[config.mk]
export PLATFORM = sky130hd
export DESIGN_NAME = qbus_tty
export DESIGN_NICKNAME = d
export VERILOG_FILES = /design/src/rtl/qbus_tty.sv
export SDC_FILE = /design/constraint.sdc
export NUM_CORES = 1
export LEC_CHECK = 0
export ABC_AREA = 1
export CORE_ASPECT_RATIO = 0.7
export CORE_MARGIN = 1.5
export CORE_UTILIZATION = 55
export CTS_CLUSTER_DIAMETER = 30
export DETAILED_ROUTE_END_ITERATION = 16
export PLACE_DENSITY = 0.89
export SLEW_MARGIN = 20
export SYNTH_ARGS = -nofsm -noshare
export SYNTH_HDL_FRONTEND = slang
export SYNTH_SLANG_ARGS = --single-unit
[constraint.sdc]
create_clock -name clk -period 4.4 [get_ports clk]
set_input_delay 0.88 -clock clk [delete_from_list [all_inputs] [get_ports clk]]
set_output_delay 0.88 -clock clk [all_outputs]
set_load 0.01 [all_outputs]
[src/rtl/qbus_tty.sv]
// rtl/qbus_tty.sv - QBUS console TTY (RCSR/RBUF/XCSR/XBUF); define QBUS_TTY_IRQ_EN for vectored interrupts
module qbus_tty #(
    parameter int          BAUD_DIV = 16,
    parameter int          RPLY_DLY = 2,
    parameter logic [15:0] CSR_BASE = 16'o177560,
    parameter logic [15:0] RX_VEC   = 16'o000060,
    parameter logic [15:0] TX_VEC   = 16'o000064
) (
    input  logic        clk,
    input  logic        reset,
    input  logic [15:0] ad_in_n,
    output logic [15:0] ad_out_n,
    output logic        ad_oe,
    input  logic        sync_n,
    input  logic        din_n,
    input  logic        dout_n,
    input  logic        wtbt_n,
    input  logic        iako_n,
    output logic        rply_n,
    output logic        virq_n,
    input  logic        rx_stb,
    input  logic [7:0]  rx_dat,
    output logic        txd
);
    typedef enum logic [1:0] {IDLE, WAIT, REPLY, DONE} state_t;

    logic [15:0] ad_m, s_ad, addr, rd_data;
    logic [3:0]  st_m, st_s;
    logic        s_sync, s_din, s_dout, s_wtbt, s_sync_d, sel;
    state_t      state, state_nx;
    logic [3:0]  dly_cnt, tx_bit;
    logic        cyc_rd, cyc_iak, vec_rx;
    logic        start_rd, start_wr, start_iak, go, wr_now, wr_en, done_entry, rbuf_done;
    logic        rx_ie, tx_ie, rx_done, ovr, tx_rdy, tx_busy, xbuf_wr;
    logic [7:0]  rbuf;
    logic [9:0]  tx_sh;
    logic [15:0] baud;
    logic        rx_req, tx_req, iak_ok;

    always_ff @(posedge clk) begin
        if (reset) begin
            ad_m <= '1;
            s_ad <= '1;
            st_m <= '1;
            st_s <= '1;
        end else begin
            ad_m <= ad_in_n;
            s_ad <= ad_m;
            st_m <= {sync_n, din_n, dout_n, wtbt_n};
            st_s <= st_m;
        end
    end
    assign {s_sync, s_din, s_dout, s_wtbt} = st_s;

    // Address phase: latch on the synchronized falling edge of sync_n.
    always_ff @(posedge clk) begin
        if (reset) begin
            s_sync_d <= 1'b1;
            sel      <= 1'b0;
            addr     <= '0;
        end else begin
            s_sync_d <= s_sync;
            if (s_sync) begin
                sel <= 1'b0;
            end else if (s_sync_d) begin
                addr <= ~s_ad;
                sel  <= (~s_ad[15:3] == CSR_BASE[15:3]) && s_ad[0];
            end
        end
    end

    assign start_rd   = sel && !s_din;
    assign start_wr   = sel && s_din && !s_dout;
    assign start_iak  = !start_rd && iak_ok && !s_din;
    assign go         = start_rd || start_wr || start_iak;
    assign wr_now     = (state == IDLE) && start_wr;
    assign wr_en      = wr_now && (s_wtbt || !addr[0]);
    assign done_entry = (state == REPLY) && s_din && s_dout;
    assign rbuf_done  = done_entry && cyc_rd && !cyc_iak && (addr[2:1] == 2'd1);
    assign xbuf_wr    = wr_en && (addr[2:1] == 2'd3) && tx_rdy;

    always_ff @(posedge clk) begin
        if (reset) state <= IDLE;
        else       state <= state_nx;
    end

    always_comb begin
        state_nx = state;
        case (state)
            IDLE:    if (go) state_nx = WAIT;
            WAIT:    if (dly_cnt == 4'(RPLY_DLY - 1)) state_nx = REPLY;
            REPLY:   if (s_din && s_dout) state_nx = DONE;
            default: state_nx = IDLE;
        endcase
    end

    always_comb begin
        rd_data = '0;
        if (cyc_iak) begin
            rd_data = vec_rx ? RX_VEC : TX_VEC;
        end else begin
            case (addr[2:1])
                2'd0:    rd_data = {8'b0, rx_done, rx_ie, 6'b0};
                2'd1:    rd_data = {ovr, 7'b0, rbuf};
                2'd2:    rd_data = {8'b0, tx_rdy, tx_ie, 6'b0};
                default: rd_data = '0;
            endcase
        end
    end

    always_comb begin
        rply_n   = (state != REPLY);
        ad_oe    = cyc_rd && ((state == WAIT) || (state == REPLY));
        ad_out_n = ad_oe ? ~rd_data : 16'hFFFF;
    end

    always_ff @(posedge clk) begin
        if (reset) begin
            dly_cnt <= '0;
            cyc_rd  <= 1'b0;
            cyc_iak <= 1'b0;
            vec_rx  <= 1'b0;
        end else if (state == IDLE) begin
            dly_cnt <= '0;
            if (go) begin
                cyc_rd  <= start_rd || start_iak;
                cyc_iak <= start_iak;
                vec_rx  <= rx_req;
            end
        end else if (state == WAIT) begin
            dly_cnt <= dly_cnt + 4'd1;
        end
    end

    always_ff @(posedge clk) begin
        if (reset) begin
            rx_ie   <= 1'b0;
            tx_ie   <= 1'b0;
            rx_done <= 1'b0;
            ovr     <= 1'b0;
            rbuf    <= '0;
        end else begin
            if (wr_en && addr[2:1] == 2'd0) rx_ie <= ~s_ad[6];
            if (wr_en && addr[2:1] == 2'd2) tx_ie <= ~s_ad[6];
            // A byte arriving as RBUF is read is a fresh byte, not an overrun.
            if (rx_stb) begin
                rbuf    <= rx_dat;
                rx_done <= 1'b1;
                ovr     <= rbuf_done ? 1'b0 : (ovr || rx_done);
            end else if (rbuf_done) begin
                rx_done <= 1'b0;
                ovr     <= 1'b0;
            end
        end
    end

    always_ff @(posedge clk) begin
        if (reset) begin
            tx_rdy  <= 1'b1;
            tx_busy <= 1'b0;
            tx_sh   <= '1;
            tx_bit  <= '0;
            baud    <= '0;
        end else if (xbuf_wr) begin
            tx_sh   <= {1'b1, ~s_ad[7:0], 1'b0};
            tx_busy <= 1'b1;
            tx_rdy  <= 1'b0;
            tx_bit  <= '0;
            baud    <= '0;
        end else if (tx_busy) begin
            if (baud == 16'(BAUD_DIV - 1)) begin
                baud  <= '0;
                tx_sh <= {1'b1, tx_sh[9:1]};
                if (tx_bit == 4'd9) begin
                    tx_busy <= 1'b0;
                    tx_rdy  <= 1'b1;
                end else begin
                    tx_bit <= tx_bit + 4'd1;
                end
            end else begin
                baud <= baud + 16'd1;
            end
        end
    end
    assign txd = tx_busy ? tx_sh[0] : 1'b1;

`ifdef QBUS_TTY_IRQ_EN
    logic iako_m, s_iako, rx_lvl_d, tx_lvl_d;

    always_ff @(posedge clk) begin
        if (reset) begin
            iako_m   <= 1'b1;
            s_iako   <= 1'b1;
            rx_lvl_d <= 1'b0;
            tx_lvl_d <= 1'b0;
            rx_req   <= 1'b0;
            tx_req   <= 1'b0;
        end else begin
            iako_m   <= iako_n;
            s_iako   <= iako_m;
            rx_lvl_d <= rx_done && rx_ie;
            tx_lvl_d <= tx_rdy && tx_ie;
            if (!rx_ie)                               rx_req <= 1'b0;
            else if (rx_done && !rx_lvl_d)            rx_req <= 1'b1;
            else if (done_entry && cyc_iak && vec_rx) rx_req <= 1'b0;
            if (!tx_ie)                                tx_req <= 1'b0;
            else if (tx_rdy && !tx_lvl_d)              tx_req <= 1'b1;
            else if (done_entry && cyc_iak && !vec_rx) tx_req <= 1'b0;
        end
    end
    assign iak_ok = !s_iako && (rx_req || tx_req);
    assign virq_n = !(rx_req || tx_req);
`else
    assign rx_req = 1'b0;
    assign tx_req = 1'b0;
    assign iak_ok = 1'b0;
    assign virq_n = 1'b1;
`endif
endmodule

# Yosys cells after proc, flatten, opt, wreduce, memory -nomap -nowiden

Cells that the tools add are included.

Logic and storage cells: 104
Output and inout bits: 20
Bits of input ports: 32
Register bits after elaboration: 95

Bitwise logic cells: 7
Mux-type cells: 23
$add $sub $neg: 3
Reductions and logical operators: 38
Equality and inequality tests: 13

Operator list:

| kind                                                                    | number |
|---|---|
| 16-bit case mux with 3 select lines                                     | 1 |
| 16-bit two-way mux                                                      | 2 |
| 9-bit two-way mux                                                       | 3 |
| 16-bit by 1-bit adder with 16-bit output (second input constant)        | 1 |
| 16-bit by 4-bit equality test with 1-bit output (second input constant) | 1 |
| 1-bit logical AND                                                       | 16 |
| 16-bit inverter                                                         | 1 |
| 13-bit equality test (second input constant)                            | 1 |
| 1-bit two-way mux                                                       | 13 |
| 13-bit inverter                                                         | 1 |
| 3-bit AND reduction                                                     | 3 |
| 4-bit by 1-bit adder with 4-bit output (second input constant)          | 2 |
| 8-bit inverter                                                          | 1 |
| 2-bit nonzero test                                                      | 4 |
| 2-bit equality test (second input constant)                             | 3 |
| 2-bit two-way mux                                                       | 3 |
| 2-bit inequality test (second input constant)                           | 3 |
| 2-bit case mux with 3 select lines                                      | 1 |
| 2-bit AND reduction                                                     | 3 |
| 2-bit OR reduction                                                      | 3 |
| 2-bit by 1-bit equality test with 1-bit output (second input constant)  | 2 |
| 4-bit by 1-bit equality test with 1-bit output (second input constant)  | 1 |
| 4-bit equality test (second input constant)                             | 1 |
| 2-bit logical NOT                                                       | 2 |
| other kinds (5)                                                         | 12 |

# Longest topological paths before layout

Depth after elaboration: 8
Gate-level depth with buffers: 10
Mapped depth without buffers: 9

# Least setup slack after synthesis

OpenSTA, ideal clock, no wires.

Kind: flip-flop to output port
From: register state[0]
To: output port ad_out_n[0]
Arrival: 1.015 ns
Path buffers: 0
Slack: 2.505 ns
Stages on the path, launching flop included: 6
Data required time: 3.520 ns
Path through: dfxtp_1 > inv_1 > ha_1 > nand2_1 > inv_2 > nand3_1

Word-level cells in the longest chain between the ends: 4
Elaborated cells on any way between the ends: 5
Classes of those cells: eq/ne: 2; mux: 1; reduce/logical: 2

RTL lines:

| element                                                                               | line | text |
|---|---|---|
| start: declaration                                                                    | 30   | `state_t state, state_nx;` |
| start signal: assignment                                                              | 84   | `else state <= state_nx;` |
| 2-bit by 1-bit equality test with 1-bit output or 2-bit equality test (tied branches) | 113  | `ad_oe = cyc_rd && ((state == WAIT) \|\| (state == REPLY));` |
| 1-bit logical OR *                                                                    | 113  |  |
| 1-bit logical AND *                                                                   | 113  |  |
| via ad_oe                                                                             | 13   | `output logic ad_oe,` |
| 16-bit two-way mux *                                                                  | 114  | `ad_out_n = ad_oe ? ~rd_data : 16'hFFFF;` |
| end: declaration                                                                      | 12   | `output logic [15:0] ad_out_n,` |

The timed path passes the listed nets; every way through them passes the cells marked *.

# Worst setup path in the final report

From: register state[0]
To: output port ad_out_n[4]

Word-level cells in the longest chain between the ends: 4
Elaborated cells on any way between the ends: 5
Classes of those cells: eq/ne: 2; mux: 1; reduce/logical: 2

RTL lines:

| element                                                                               | line |
|---|---|
| 2-bit by 1-bit equality test with 1-bit output or 2-bit equality test (tied branches) | 113 |
| 1-bit logical OR *                                                                    | 113 |
| 1-bit logical AND *                                                                   | 113 |
| 16-bit two-way mux *                                                                  | 114 |

Mark *: on every way between the ends. The rest lies on a longest branch, timed or not.

==> flow_metrics.tcl <==
set metrics [dict create \
    slew_viol_final 0 \
    worstPathArrival_ps 1980 \
    htreeDepth 3 \
    p_leak_nw 1.88 \
    max_freq_mhz 349 \
    cts_tree "yes" \
    worst_slack_ps 1540 \
    fill_cells 529 \
    antenna_cells 0 \
    gr-total-overflow 0 \
    insertion_delay_ps 360 \
    placementRows 25 \
    cp_max_fo 10 \
    detail_route.first_pass.iterations 4 \
    path_buf_inv 3 \
    dieArea_sq_um 7680 \
    grt_max_degree 49 \
    cpMaxStageDelayCell "clkdlybuf4s50_1" \
    fin_nets 579 \
    gp_congestion 0.841 \
    dp.cells 621 \
    antenna_found_initial 0 \
    drc 0 \
    cts_root_buf "clkbuf_8" \
    endpoint_kind "primary output" \
    synth_top_area_share_pct 48.3 \
    cts_resized 0 \
    ir_drop_v 0.000171 \
    cts_made_buffers 9 \
    final-hold-violation-count 0 \
    wirelength_microns 7400 \
    final_cell_area_sq_um 4560 \
    grt_usage_pct 20.9 \
    drt_iter0_markers 162 \
    synthFlopType "dfxtp_1" \
    area_growth_pct 15.8 \
    pre_cts_slack_ps 1410 \
    postLayoutCoreUtil_pct 66.5 \
    postCtsSetupBuffers 0 \
    path_class "reg -> out" \
    clock-sinks 95 \
    postCtsHoldBufs 0 \
    clock_skew_ps 6.11 \
    dp_hpwl_microns 5160 \
    rsz0062_at_grt "no" \
    ys_seq_area_share_pct 48.3 \
    ys_ff_latch 95 \
    ios 52 \
    cts.clk_slew.worst_paths_ps 100 \
    yosys.cell_types.count 33 \
    status "complete, no violations" \
    worst_hold_slack_ps 412 \
    ant_nets 0 \
    cellPowerDensity_nw_per_um2 356 \
    synth.cell_area_sq_um 3940 \
    worstHoldPathType "reg -> reg" \
    io_buffer_count 42 \
    drive_gt1_share_pct 13.6 \
    grt_pass1_wl_microns 12800 \
    cp_top_family "buffers and inverters" \
    dieHeight_microns 73.8 \
    syn_area_per_cell_sq_um 7.91 \
    coreArea_sq_um 6850 \
    crit_path_max_incr_delay_ps 510 \
    synth_warnings 0 \
    fin_tns_setup_ps 0 \
    maxCapViolCount 0 \
    post-route-period-util_pct 65.1 \
    grt_pass1_vias 2951 \
    drt-wirelength-per-cell_microns 11.6 \
    max_slew_margin_pct 50.4 \
    placed_cell_area_sq_um 4370 \
    cp_cell_sequence "inv_1 -> ha_1 -> nand2_1 -> inv_2 -> nand3_1 -> clkdlybuf4s50_1" \
    max_slew.worst_pin.slew_ps 743 \
    crit_path_start_kind "flip-flop" \
    fp.dieW_microns 104 \
    fin_crit_ps 2860 \
    avgViaCountPerCell 5.01 \
    num_vias 3194 \
    synth_edf_count 0 \
    yosys.area.top_type "dfxtp_1" \
    design_power_total_mw 1.62 \
    finalSetupViolCount 0 \
    clock_path_buffers 2 \
    layoutNonFillerInstCount 637 \
    async_flop_share_pct 0 \
    synth_cells 498 \
    synth_area_leaders "dfxtp_1, nand2_1, or2_2" \
    required_ps 3520 \
    floorplan.initialDensity_pct 57.5 \
]
per-layer routing:
| metal | wire (microns) | vias up | global-route usage [%] | part of all wire, % |
|---|---|---|---|---|
| met2 | 3480 | 90 | 37.2 | 47 |
| li1 | - | 1667 | - | - |
| met4 | 44 | 0 | 8.02 | 0.59 |
| met5 | 0 | - | 0 | 0 |
| met3 | 396 | 6 | 5.94 | 5.4 |
| met1 | 3480 | 1431 | 24.3 | 47 |
synthesized netlist by cell type, drive strengths merged (2+ instances only):
library cell / n
nor3: 7
inv: 39
nor3b: 3
buf: 13
dfxtp: 95
ha: 9
o21ai: 17
clkinv: 2
xnor2: 4
nor4: 2
xor2: 4
nand4: 13
or2: 42
nand2: 99
a21oi: 21
nand3: 48
clkbuf: 8
nor2: 66
worst paths after layout:
kind	startpoint	end	slack, ps	cells past startpoint
worst max-delay path	state[0]	ad_out_n[4]	1540	6
worst min-delay path	st_m[1]	st_s[1]	410	1
worst max register to register	state[0]	tx_bit[1]	2350	9
worst min register to register	st_m[1]	st_s[1]	410	1
cells by family (layout without fill, tap and decap cells):
logic type	after synthesis	count (layout)	synth area share, %
other cells	1	8	0.0952
compound gates	41	41	5.37
simple gates	282	282	34.2
xor+xnor	8	8	1.78
buf+inv	62	100	7.37
fa+ha+maj	9	9	2.86
flops	95	95	48.3
final cells by class:
class	instances	area, sq um	share of cell area, %
sequential	95	1900	41.7
multi-input combinational	348	1770	38.9
timing repair buffer	43	428	9.39
inverter	41	154	3.38
clock buffer	9	124	2.72
tap	94	118	2.58
clock inverter	7	61.3	1.35
sequential cells by signal (all words and copies together), names as in the netlist, 2 cells and up:
register	flops
ad_m	16
state	2
tx_bit	4
st_m	4
dly_cnt	4
baud	16
st_s	4
addr	3
rbuf	8
tx_sh	9
s_ad	16
power breakdown:
| group | switching (mW) | internal (mW) |
|---|---|---|
| combinational | 0.0933 | 0.0768 |
| clock | 0.321 | 0.216 |
| sequential | 0.0217 | 0.896 |
| total | 0.436 | 1.19 |
cell usage in the layout (no fill, tap or decap), types with 3 or more instances in the layout:
cell,n
clkdlybuf4s50_1,42
nor2_2,4
nand3_1,45
nor2_1,60
inv_6,3
a21oi_1,21
or2_2,42
ha_1,9
xnor2_1,4
nand2_1,96
o21ai_0,17
nor3_1,6
nand2_2,3
nand4_1,13
nor3b_1,3
conb_1,8
dfxtp_1,95
xor2_1,4
clkbuf_8,9
inv_1,37
Note: power is estimated with default switching activity, not from simulation.
